===== config.mk =====
export PLATFORM = sky130hd
export DESIGN_NAME = muldiv_div_seq
export DESIGN_NICKNAME = d
export VERILOG_FILES = /design/src/rtl/muldiv_pkg.sv /design/src/rtl/muldiv_div_step.sv /design/src/rtl/muldiv_div_seq.sv
export SDC_FILE = /design/constraint.sdc
export NUM_CORES = 1
export LEC_CHECK = 0
export CELL_PAD_IN_SITES_DETAIL_PLACEMENT = 0
export CELL_PAD_IN_SITES_GLOBAL_PLACEMENT = 1
export CORE_ASPECT_RATIO = 1.2
export CORE_MARGIN = 2
export CORE_UTILIZATION = 38
export CTS_CLUSTER_SIZE = 25
export DETAILED_ROUTE_END_ITERATION = 7
export PLACE_DENSITY = 0.75
export SYNTH_ARGS = -nofsm -noshare
export SYNTH_HDL_FRONTEND = slang
export SYNTH_SLANG_ARGS = --single-unit

===== constraint.sdc =====
create_clock -name clk_i -period 2.8 [get_ports clk_i]
set_input_delay 0.84 -clock clk_i [delete_from_list [all_inputs] [get_ports clk_i]]
set_output_delay 0.84 -clock clk_i [all_outputs]
set_load 0.05 [all_outputs]

===== src/rtl/muldiv_pkg.sv =====
// Shared definitions for the M-extension divider path.
//   XLEN          : datapath width
//   state_t       : divider sequencer states
//   OPDIV_*       : bit positions inside the 2-bit op_div code
//   cond_neg()    : two's-complement magnitude of a value when its sign applies
package muldiv_pkg;

  localparam int XLEN = 32;

  typedef enum logic [1:0] {
    IDLE = 2'd0,
    RUN  = 2'd1,
    DONE = 2'd2
  } state_t;

  localparam int OPDIV_SIGNED = 0;
  localparam int OPDIV_REM    = 1;

  function automatic logic [XLEN-1:0] cond_neg(input logic [XLEN-1:0] val, input logic neg);
    return neg ? (~val + 1'b1) : val;
  endfunction

endpackage


===== src/rtl/muldiv_div_step.sv =====
// One combinational restoring-division step.
//   rem          in  XLEN  partial remainder before the step
//   dividend_msb in  1     dividend bit shifted into the remainder
//   divisor      in  XLEN  divisor magnitude
//   rem_next     out XLEN  partial remainder after the step
//   qbit         out 1     resolved quotient bit
module muldiv_div_step
  import muldiv_pkg::*;
(
  input  logic [XLEN-1:0] rem,
  input  logic            dividend_msb,
  input  logic [XLEN-1:0] divisor,
  output logic [XLEN-1:0] rem_next,
  output logic            qbit
);

  logic [XLEN:0] shifted;
  logic [XLEN:0] trial;

  assign shifted = {rem, dividend_msb};
  assign trial   = shifted - {1'b0, divisor};

  // rem < divisor on entry, so the 33-bit trial's top bit is its sign.
  // A zero divisor never sets it either (rem[31] stays clear until the
  // final shift), which yields the all-ones quotient naturally.
  assign qbit     = ~trial[XLEN];
  assign rem_next = qbit ? trial[XLEN-1:0] : shifted[XLEN-1:0];

endmodule


===== src/rtl/muldiv_div_seq.sv =====
// Iterative radix-2^k restoring divider producing magnitude quotient and
// remainder; sign fix-up is left to the downstream output-correction stage.
// Optional macro MULDIV_DIV_ZERO_FAST_EN: a zero divisor finishes in one cycle.
// Ports:
//   clk_i, reset_i (async, active low)
//   start_i, flush_i, dividend_i, divisor_i, op_div_i   request side
//   busy_o, done_o                                      handshake
//   quot_o, rem_o, dividend_neg_o, divisor_neg_o,
//   div_by_zero_o, op_div_o                             result, held until next start
//
// state | meaning
// IDLE  | waiting for start_i
// RUN   | BITS_PER_CYCLE restoring steps per cycle, counter counting down
// DONE  | one-cycle done_o pulse, results on the outputs
module muldiv_div_seq
  import muldiv_pkg::*;
#(
  parameter int BITS_PER_CYCLE = 1
) (
  input  logic            clk_i,
  input  logic            reset_i,
  input  logic            start_i,
  input  logic            flush_i,
  input  logic [XLEN-1:0] dividend_i,
  input  logic [XLEN-1:0] divisor_i,
  input  logic [1:0]      op_div_i,
  output logic            busy_o,
  output logic            done_o,
  output logic [XLEN-1:0] quot_o,
  output logic [XLEN-1:0] rem_o,
  output logic            dividend_neg_o,
  output logic            divisor_neg_o,
  output logic            div_by_zero_o,
  output logic [1:0]      op_div_o
);

  localparam int N = XLEN / BITS_PER_CYCLE;
  localparam logic [4:0] CNT_INIT = 5'(N - 1);

`ifdef MULDIV_DIV_ZERO_FAST_EN
  localparam bit FAST_ZERO = 1'b1;
`else
  localparam bit FAST_ZERO = 1'b0;
`endif

  state_t state, state_nxt;

  logic [4:0]      cnt_q;
  logic [XLEN-1:0] rem_q, dvd_q, dsr_q;
  logic            dvd_neg_q, dsr_neg_q, zero_q;
  logic [1:0]      op_q;

  logic            accept, fast_zero, last;
  logic            in_dvd_neg, in_dsr_neg, in_zero;
  logic [XLEN-1:0] in_dvd_mag, in_dsr_mag;

  logic [XLEN-1:0]           rem_chain [BITS_PER_CYCLE+1];
  logic [BITS_PER_CYCLE-1:0] qbits;
  logic [XLEN-1:0]           dvd_next;

  assign accept     = (state == IDLE) && start_i && !flush_i;
  assign in_dvd_neg = op_div_i[OPDIV_SIGNED] && dividend_i[XLEN-1];
  assign in_dsr_neg = op_div_i[OPDIV_SIGNED] && divisor_i[XLEN-1];
  assign in_dvd_mag = cond_neg(dividend_i, in_dvd_neg);
  assign in_dsr_mag = cond_neg(divisor_i, in_dsr_neg);
  assign in_zero    = (divisor_i == '0);
  assign fast_zero  = FAST_ZERO && accept && in_zero;
  assign last       = (state == RUN) && !flush_i && (cnt_q == '0);

  // Step i consumes dividend bit 31-i; its quotient bit is the (i)th most
  // significant of the bits shifted in this cycle.
  assign rem_chain[0] = rem_q;
  for (genvar i = 0; i < BITS_PER_CYCLE; i++) begin : g_step
    muldiv_div_step u_step (
      .rem          (rem_chain[i]),
      .dividend_msb (dvd_q[XLEN-1-i]),
      .divisor      (dsr_q),
      .rem_next     (rem_chain[i+1]),
      .qbit         (qbits[BITS_PER_CYCLE-1-i])
    );
  end
  assign dvd_next = {dvd_q[XLEN-1-BITS_PER_CYCLE:0], qbits};

  always_ff @(posedge clk_i or negedge reset_i) begin
    if (!reset_i) state <= IDLE;
    else          state <= state_nxt;
  end

  always_comb begin
    state_nxt = state;
    busy_o    = 1'b0;
    done_o    = 1'b0;
    case (state)
      IDLE: begin
        busy_o = accept;
        if (accept) state_nxt = fast_zero ? DONE : RUN;
      end
      RUN: begin
        busy_o = 1'b1;
        if (flush_i)             state_nxt = IDLE;
        else if (cnt_q == '0)    state_nxt = DONE;
      end
      DONE: begin
        done_o    = !flush_i;
        state_nxt = IDLE;
      end
      default: state_nxt = IDLE;
    endcase
  end

  // Working registers: operands and partial results during RUN.
  always_ff @(posedge clk_i or negedge reset_i) begin
    if (!reset_i) begin
      cnt_q     <= '0;
      rem_q     <= '0;
      dvd_q     <= '0;
      dsr_q     <= '0;
      dvd_neg_q <= 1'b0;
      dsr_neg_q <= 1'b0;
      zero_q    <= 1'b0;
      op_q      <= '0;
    end else if (accept) begin
      cnt_q     <= CNT_INIT;
      rem_q     <= '0;
      dvd_q     <= in_dvd_mag;
      dsr_q     <= in_dsr_mag;
      dvd_neg_q <= in_dvd_neg;
      dsr_neg_q <= in_dsr_neg;
      zero_q    <= in_zero;
      op_q      <= op_div_i;
    end else if (state == RUN && !flush_i) begin
      cnt_q <= cnt_q - 5'd1;
      rem_q <= rem_chain[BITS_PER_CYCLE];
      dvd_q <= dvd_next;
    end
  end

  // Result registers only change on completion, so a flushed operation
  // leaves the previous result visible.
  always_ff @(posedge clk_i or negedge reset_i) begin
    if (!reset_i) begin
      quot_o         <= '0;
      rem_o          <= '0;
      dividend_neg_o <= 1'b0;
      divisor_neg_o  <= 1'b0;
      div_by_zero_o  <= 1'b0;
      op_div_o       <= '0;
    end else if (fast_zero) begin
      quot_o         <= '1;
      rem_o          <= in_dvd_mag;
      dividend_neg_o <= in_dvd_neg;
      divisor_neg_o  <= in_dsr_neg;
      div_by_zero_o  <= 1'b1;
      op_div_o       <= op_div_i;
    end else if (last) begin
      quot_o         <= dvd_next;
      rem_o          <= rem_chain[BITS_PER_CYCLE];
      dividend_neg_o <= dvd_neg_q;
      divisor_neg_o  <= dsr_neg_q;
      div_by_zero_o  <= zero_q;
      op_div_o       <= op_q;
    end
  end

endmodule


==> results of run 1 <==
critical path, cell delays in order (launching register included):
cell and delay, ns:
dfrtp_1 0.37, inv_2 0.07, ha_4 0.16, fa_2 0.35, nor2b_2 0.16, o211ai_1 0.14
a21oi_2 0.20, a31o_4 0.22, o21ai_4 0.09, buf_6 0.12, a211o_4 0.35, buf_6 0.14
mux2_4 0.30, mux2_4 0.26
power groups by stage:
stage	combinational, mW	clock, mW	sequential (mW)
floorplan	3.90	0	3.32
global placement	6.13	0	3.40
detailed placement	6.21	0	3.40
CTS	8.13	2.52	3.40
global route	9.46	2.63	3.49
finish	8.80	2.46	3.43
per-layer routing:
| layer | vias up | track usage |
|---|---|---|
| met5 | - | 0 |
| met2 | 249 | 0.3946 |
| met1 | 4573 | 0.2785 |
| met3 | 33 | 0.04750 |
| li1 | 4675 | - |
| met4 | 0 | 0.05593 |
cells in the mapped netlist (4+ instances only):
cell type	number	area, um2
o211ai_1	5	37.54
o21a_1	4	30.03
xnor2_1	52	455.4
mux2_2	7	78.83
a21oi_1	62	310.3
and2_1	4	25.02
xor2_1	37	324.1
nand2_1	308	1156
a21o_1	6	45.04
mux2i_1	28	280.3
a31oi_1	29	181.4
nand4_1	6	37.54
ha_1	36	450.4
buf_4	4	30.03
inv_1	47	176.4
nor2_1	69	259.0
nand2b_1	11	68.82
o21ai_0	126	630.6
nor3_1	14	70.07
nand3_1	11	55.05
nor4_1	14	87.58
clkbuf_1	46	172.7
and3_1	13	81.33
nor4b_1	4	35.03
dfrtp_1	177	4429
o31ai_1	6	45.04
o22ai_1	4	25.02
state kept, by name, summed over array words and instances (netlist names), 5 cells and up:
register and flops:
rem_q 32, rem_o 32, dvd_q 32, dsr_q 32, quot_o 32, cnt_q 5
final timing paths:
kind,end,start,slack [ns],cells after the start
worst min-delay path,dsr_q[11],reset_i,0.34,1
worst max-delay path,rem_o[31],dvd_q[31],-0.24,13
worst max register to register,rem_o[31],dvd_q[31],-0.24,13
min in group clk_i,quot_o[6],quot_o[6],0.48,2
max in group asynchronous,op_div_o[0],reset_i,1.69,2
worst min register to register,quot_o[6],quot_o[6],0.48,2
cell type report:
| class | count | area, um2 |
|---|---|---|
| Sequential cell | 177 | 4431 |
| Clock buffer | 19 | 442.9 |
| Timing Repair Buffer | 334 | 3069 |
| Multi-Input combinational cell | 913 | 6005 |
| Clock inverter | 13 | 148.9 |
| Antenna cell | 2 | 5.005 |
| Tap cell | 335 | 419.2 |
| Inverter | 47 | 176.4 |
| Fill cell | 2398 | 11570 |
per-stage QoR:
step / hold WS (ns) / utilization
floorplan: 0.4386 / -
global placement: 0.4545 / 0.5012
detailed placement: 0.4577 / 0.5012
CTS: 0.3489 / 0.5477
global route: 0.3596 / 0.5594
finish: 0.3381 / 0.5595
what timing repair did:
item                       CTS  global route
setup endpoints to repair   83            81
pin swaps                   31            18
buffers inserted            19             7
gates resized for setup    128            89
gates cloned                 2             0
hold buffers                 0             0
kinds of logic (layout without fill, tap and decap cells):
family | count (synthesis) | after routing | share of synthesized area
and+or+nand+nor | 478 | 478 | 0.2049
other | 0 | 2 | 0
muxes | 35 | 35 | 0.03539
buffers and inverters | 106 | 413 | 0.04414
adders and majority gates | 37 | 37 | 0.04636
AOI/OAI and AO/OA | 274 | 274 | 0.1559
DFF | 177 | 177 | 0.4365
xor gates and xnor gates | 89 | 89 | 0.07682
==> impl_results.md, run 1 <==
* Status: complete, but fails checks
* Failing checks: negative setup slack
* Distinct cells, synth at 65
* CTS tree: done
* RSZ-0062 raised after global routing: true
* #FFs+latches synth at 177
* Setup WS post-layout at -0.2432 ns
* TritonCTS Buffers at 17
* Die span in y at 183.0 um
* Area growth from synthesis to layout at 44.83%
* Combinational Power Share at 0.599
* # DRC at 0
* Hold Crit Class: input pin to async pin
* Hpwl dp at 21800 um
* Final Hold Viols at 0
* Static Leak at 6.645 nW
* Design Area, Final at 14700 um2
* Placed instance count at 1781
* Most frequent cells in the layout: 306 x nand2_1, 176 x dfrtp_1, 173 x buf_4, 127 x clkdlybuf4s50_1, 67 x o21ai_0
* Crit path capture type: flop
* Largest net degree at the start of global routing at 91
* Number of max-cap violations at 0
* GRT Util Overall at 0.2233
* DRT iter0 DRCs at 500
* Placer's final routability congestion estimate at 0.8953
* Core ar. at 26270 um2
* Fin cells at 1840
* Max Slew Vio Count at 0
* Dpl ws at -0.8960 ns
* Fraction of layout cells with a size suffix above 1 at 0.2236
* Clk buf depth at 2
* Fin crit share at 1.087
* Final setup viols at 68
* CP Max Fanout at 4
* Drt wl/cell at 16.83 um
* Switching power at 5.832 mW
* Routed wl met3 at 1677 um
* Initial Util at 0.3863
* Antenna violations before repair at 2
* # rows at 65
* DRT Pass-1 Iters at 6
* Critical path class: flop to flop
* Overflow after GRT at 0
* CP Launch Type: flop
* Max-Slew Margin vs Limit at 0.5863
* Clock H-tree levels at 4
* Register area share after synthesis at 0.4365
* TritonCTS sink count at 177
* Post-synth ARST share at 1.000
* I/O pin total at 141
* Post-DRT Antenna Nets at 0
* Required @ worst endpoint at 3.12 ns
* Power Dens Cells at 999.1 nW/um2
* CTS clk-pin slew, worst paths at 0.07 ns
* Number of global-route vias before repair at 9467
* Synth warnings at 0
* Root buf cell: clkbuf_16
* Total Wirelength at 30970 um
* Global-route wire length before repair at 49860 um
* Final TNS setup at -9.402 ns
* Input/output buffers at 140
* Mean post-synth cell area at 8.484 um2
* Clock group share of total power at 0.167
* Synth Flop Type: dfrtp_1
* Clock Latency Late Sink at 0.44 ns
* Nets at 1597
* Die area at 28030 um2
* Top Metal Used: met4
* Syn_nets at 1303
* Worst-Margin Slew at 0.6119 ns
* Die W at 153.2 um
* Met2 Routed Length at 15660 um
* Total number of vias at 9530
* Total Power at 14.68 mW
* Power Internal at 8.851 mW
* Sw Share at 0.3972
* Routed met1 length at 13070 um
* Seq pwr share at 0.233
* Final clock skew at 0.01170 ns
* Post-synth EDFFs at 0
* Vias per cell at 5.179
* Period minus WS final at 3.043 ns
* Cell count after synthesis at 1196
* F_max at 0.3286 GHz
* Crit path DAT at 3.36 ns
* Max VDD drop at 0.0005331 V
* Placed cell area at 13170 um2
* Synthesized area at 10150 um2
* Leading cell type in the layout, fill and taps excluded: nand2_1
(Power assumes the default switching activity.)
==> run 2: changes to the inputs <==
CORE_UTILIZATION = 40   (was 38)
DONT_BUFFER_PORTS = 1   (was default)
PLACE_DENSITY = 0.68   (was 0.75)
==> run 2 against run 1 <==
  * The run still ends with negative setup slack left
  * Critical path type unchanged
  * Clock skew shrank 0.00083 ns
  * Routed wire length down 9.0%
  * Clock-buffer cell count unchanged
  * Core utilization fell by 5.8 points
  * Highest routed layer unchanged
  * Non-clock buffer count shrank 202
==> impl_results.md, run 2 (synthesized netlist as in run 1, its figures left out) <==
* Placer's final routability congestion estimate at 0.8886
* Total Wirelength at 28190 um
* Number of global-route vias before repair at 8797
* TritonCTS Buffers at 17
* Max-Slew Margin vs Limit at 0.2180
* I/O pin total at 141
* Slowest cell on crit path: nor4_4
* Post-layout util at 0.5010
* Worst Path Buf+Inv at 2
* Crit-path cells: inv_1, ha_2, nand4_1, nor4_4, o31a_1, a31o_4, o21ai_4, nor4b_2, a211o_2, buf_4, mux2_4, mux2_4
* Largest net degree at the start of global routing at 178
* CP Launch Type: flop
* R2r setup slk at -0.24 ns
* Die span in y at 178.5 um
* Required @ worst endpoint at 3.12 ns
* Fin crit share at 1.085
* Number of max-cap violations at 0
* CP top delay family: simple AND/OR/NAND/NOR gates
* # DRC at 0
* Hold Crit Class: input pin to async pin
* Initial Util at 0.4087
* Fraction of layout cells with a size suffix above 1 at 0.1860
* Crit path capture type: flop
* Antenna violations before repair at 0
* Fill count at 2432
* Clock Latency Late Sink at 0.44 ns
* GRT Util Overall at 0.2212
* TritonCTS sink count at 177
* DRT Pass-1 Iters at 5
* Area of the multi-input gates at 5747 um2
* RSZ-0062 raised after global routing: true
* Worst path max stage delay at 0.38 ns
* Max VDD drop at 0.0005388 V
* FF+latch area at 4429 um2
* Clock H-tree levels at 4
* Setup WS post-layout at -0.2373 ns
* Hpwl dp at 19990 um
* Root buf cell: clkbuf_16
* Die area at 26660 um2
* Vias per cell at 5.281
* CTS clk-pin slew, worst paths at 0.07 ns
* F_max at 0.3292 GHz
* Critical path class: flop to flop
* Final clock skew at 0.01087 ns
* Most frequent CP cell: mux2_4
* Nets at 1395
* Area growth from synthesis to layout at 22.59%
* Fin cells at 1626
* Max Slew Vio Count at 0
* Crit path DAT at 3.36 ns
* # hold bufs at CTS at 0
* Static Leak at 5.718 nW
* # rows at 63
* Input/output buffers at 0
* Die W at 149.4 um
* Global-route wire length before repair at 46200 um
* Leading cell type in the layout, fill and taps excluded: nand2_1
* Total number of vias at 8587
* CTS tree: done
* Worst-Margin Slew at 1.172 ns
* Failing checks: negative setup slack
* Ant diodes at 0
* Most frequent cells in the layout: 306 x nand2_1, 177 x dfrtp_1, 117 x buf_4, 79 x o21ai_0, 67 x nor2_1
* WP depth at 12
* Period minus WS final at 3.037 ns
* Status: complete, but fails checks
* Final Hold Viols at 0
* CP Max Fanout at 5
* Drt wl/cell at 17.33 um
* Clk buf depth at 2
* DRT iter0 DRCs at 331
* R2r worst-path depth at 12
* Overflow after GRT at 0
* Power Dens Cells at 1105 nW/um2
* Final TNS setup at -9.648 ns
* Final setup viols at 66
* Post-DRT Antenna Nets at 0
* Core ar. at 24830 um2
* Placed instance count at 1575
run 2: cell count changes in the layout (fill, tap and decap cells not counted), sizes merged:
| cell | before | now |
|---|---|---|
| clkinv | 3 | 2 |
| clkdlybuf4s15 | 1 | 0 |
| diode | 2 | 0 |
| clkdlybuf4s50 | 127 | 0 |
| clkinvlp | 2 | 5 |
| dlygate4sd2 | 4 | 0 |
| inv | 53 | 51 |
| buf | 200 | 132 |
| dlymetal6s2s | 2 | 0 |
run 2: final timing paths:
kind                                start          end
min in group clk_i                op_q[1]  op_div_o[1]
worst max-delay path            dsr_q[17]    rem_o[22]
max in group asynchronous         reset_i    dsr_neg_q
worst max register to register  dsr_q[17]    rem_o[22]
worst min register to register    op_q[1]  op_div_o[1]
worst min-delay path              reset_i     rem_o[8]
run 2: repair_timing:
action	CTS	global route
resized for setup	49	92
buffers inserted	5	16
pin swaps	7	14
hold endpoints to repair	0	0
endpoints found under the setup margin	66	72
run 2: per-stage QoR:
step / hold slack [ns] / instance area, um2 / worst slack [ns] / total power, mW
3_5_place_dp: 0.4584 / 11240 / -0.4484 / 9.326
5_1_grt: 0.06499 / 12440 / -0.3829 / 14.72
4_1_cts: 0.07271 / 12030 / -0.2337 / 12.62
2_1_floorplan: 0.4386 / 10200 / -0.3589 / 7.222
3_3_place_gp: 0.4571 / 11240 / -0.4458 / 9.283
6_report: 0.09200 / 12440 / -0.2373 / 13.75
run 2: routing by layer:
metal  global-route usage  share of wire  vias up
li1                     -              -     4271
met1               0.2770           0.44     4104
met2               0.3719           0.49      181
met3              0.05934          0.056       31
met4              0.06825          0.019        0
met5                    0              0        -
run 2: worst reg2reg max path, cell delays in order, from the launching register on:
cell     delay, ns
dfrtp_1       0.36
inv_1         0.05
ha_2          0.36
nand4_1       0.20
nor4_4        0.38
o31a_1        0.20
a31o_4        0.13
o21ai_4       0.08
nor4b_2       0.20
a211o_2       0.24
buf_4         0.15
mux2_4        0.30
mux2_4        0.26
run 2: where the power goes:
part	switching, mW	internal (mW)	total, mW
logic	3.78	4.13	7.91
registers	0.400	3.01	3.41
clock network	1.09	1.33	2.42
total	5.27	8.48	13.7
run 2: layout make-up:
class | count | share of cell area
clock buffer | 19 | 0.03480
clock inverter | 13 | 0.01227
inverter | 47 | 0.01418
multi-input combinational | 913 | 0.4620
sequential | 177 | 0.3561
tap | 325 | 0.03269
timing repair buffer | 132 | 0.08801
==> run 3: changes to the inputs <==
CAP_MARGIN = 30   (was default)
==> run 3 against run 2 <==
  * The flow still finishes with violations (negative setup slack)
  * Critical path type unchanged
  * Hold slack got worse by 0.0062 ns
  * Combinational power fell by 7.7%
  * Core utilization fell by 0.63 points
  * Non-clock buffer count fell by 6
  * Largest power group unchanged
  * Clock-buffer cell count did not move
  * Worst setup slack improved by 0.023 ns
==> impl_results.md, run 3 (synthesized netlist as in run 1, its figures left out) <==
* Status: complete, but fails checks
* Failing checks: negative setup slack
* Placed cell area at 11250 um2
* Fin cells at 1620
* Number of global-route vias before repair at 8746
* Antenna violations before repair at 0
* Final TNS setup at -4.709 ns
* Root buf cell: clkbuf_16
* Leading cell type in the layout, fill and taps excluded: nand2_1
* Fill count at 2440
* Setup WS post-layout at -0.2139 ns
* Core ar. at 24830 um2
* Max-Slew Margin vs Limit at 0.5110
* Input/output buffers at 0
* Largest net degree at the start of global routing at 178
* Met3 GRT Util at 0.05090
* Ant diodes at 0
* GR peak layer: met2
* Number of max-cap violations at 0
* Die span in y at 178.5 um
* TritonCTS sink count at 177
* DRT iter0 DRCs at 350
* Total Wirelength at 28100 um
* # DRC at 0
* Power Dens Cells at 1063 nW/um2
* Post-DRT Antenna Nets at 0
* Overflow after GRT at 0
* Die area at 26660 um2
* Period minus WS final at 3.014 ns
* CTS tree: done
* DRT Pass-1 Iters at 4
* Drt wl/cell at 17.35 um
* Max Slew Vio Count at 0
* Area growth from synthesis to layout at 21.04%
* Crit path DAT at 3.34 ns
* Final clock skew at 0.01118 ns
* Placer's final routability congestion estimate at 0.8886
* Hpwl dp at 20120 um
* Crit Reg-Reg Endpoint: rem_o[22]
* TritonCTS Buffers at 17
* Worst-Margin Slew at 0.7317 ns
* Critical path class: flop to flop
* CTS clk-pin slew, worst paths at 0.07 ns
* Fraction of layout cells with a size suffix above 1 at 0.1730
* GRT Util Overall at 0.2204
* Most frequent cells in the layout: 306 x nand2_1, 177 x dfrtp_1, 111 x buf_4, 107 x o21ai_0, 67 x nor2_1
* # rows at 63
* Placed instance count at 1576
* Die W at 149.4 um
* Crit path capture type: flop
* R2r setup slk at -0.21 ns
* Vias per cell at 5.258
* Design Area, Final at 12280 um2
* Clock H-tree levels at 4
* Global-route wire length before repair at 46060 um
* I/O pin total at 141
* RSZ-0062 raised after global routing: true
* Required @ worst endpoint at 3.13 ns
* Clock Latency Late Sink at 0.45 ns
* Total number of vias at 8518
* Initial Util at 0.4087
* Nets at 1389
* CP Launch Type: flop
* Met2 Use GR at 0.3710
* Clk buf depth at 2
* F_max at 0.3318 GHz
* Static Leak at 5.643 nW
* Total Power at 13.05 mW
* Worst R2R Start: rem_q[6]
* CP Max Fanout at 5
* R2r worst-path depth at 11
* GR Util met1 at 0.2768
* Max VDD drop at 0.0003956 V
* Post-layout util at 0.4946
* # hold bufs at CTS at 0
* Fin crit share at 1.076
* Final Hold Viols at 0
* Final setup viols at 63
* Hold Crit Class: input pin to async pin
==> run 3: where the power goes <==
part	internal [mW]	switching [mW]
sequential	3.01	0.409
clock	1.25	1.08
combinational	3.77	3.53
==> run 3: timing repair <==
item                       4_1_cts  5_1_grt
pin swaps                       11        6
setup endpoints to repair       66       73
setup buffers                    9        5
resized for setup               62       28
==> run 3: cell type report <==
cell class | instances | area [um2] | area share
Clock inverter | 13 | 111.4 | 0.009067
Clock buffer | 19 | 442.9 | 0.03606
Tap cell | 325 | 406.6 | 0.03311
Timing Repair Buffer | 126 | 1041 | 0.08476
Sequential cell | 177 | 4429 | 0.3606
Multi-Input combinational cell | 913 | 5674 | 0.4620
Inverter | 47 | 176.4 | 0.01436
==> run 3: critical path, cell delays in order, from the launching register on <==
cell      delay, ns
dfrtp_1        0.40
ha_1           0.30
a21oi_1        0.18
o211ai_1       0.17
o31a_1         0.28
a31o_4         0.23
o21ai_4        0.19
nor4b_2        0.06
a211o_2        0.36
buf_4          0.17
mux2_4         0.30
mux2_4         0.26
==> run 3: through the flow <==
| step | setup slack [ns] | hold WS, ns |
|---|---|---|
| 3_3_place_gp | -0.4458 | 0.4571 |
| 6_report | -0.2139 | 0.08581 |
| 3_5_place_dp | -0.4476 | 0.4527 |
| 5_1_grt | -0.3579 | 0.06953 |
| 2_1_floorplan | -0.3589 | 0.4386 |
| 4_1_cts | -0.2006 | 0.07520 |
==> run 3: routing by layer <==
layer | vias to the layer above | share of wire
li1 | 4251 | -
met1 | 4060 | 0.44
met2 | 168 | 0.49
met3 | 39 | 0.051
met4 | 0 | 0.024
met5 | - | 0
==> run 3: worst max-delay path by stage <==
stage | startpoint | end | slack [ns]
after CTS | dvd_q[31] | rem_o[31] | -0.20
after floorplan | dividend_i[4] | dvd_q[31] | -0.36
after detailed placement | dividend_i[4] | dvd_q[31] | -0.45
after global placement | dividend_i[4] | dvd_q[31] | -0.45
after global routing | dvd_q[31] | rem_o[14] | -0.36
final | rem_q[6] | rem_o[22] | -0.21
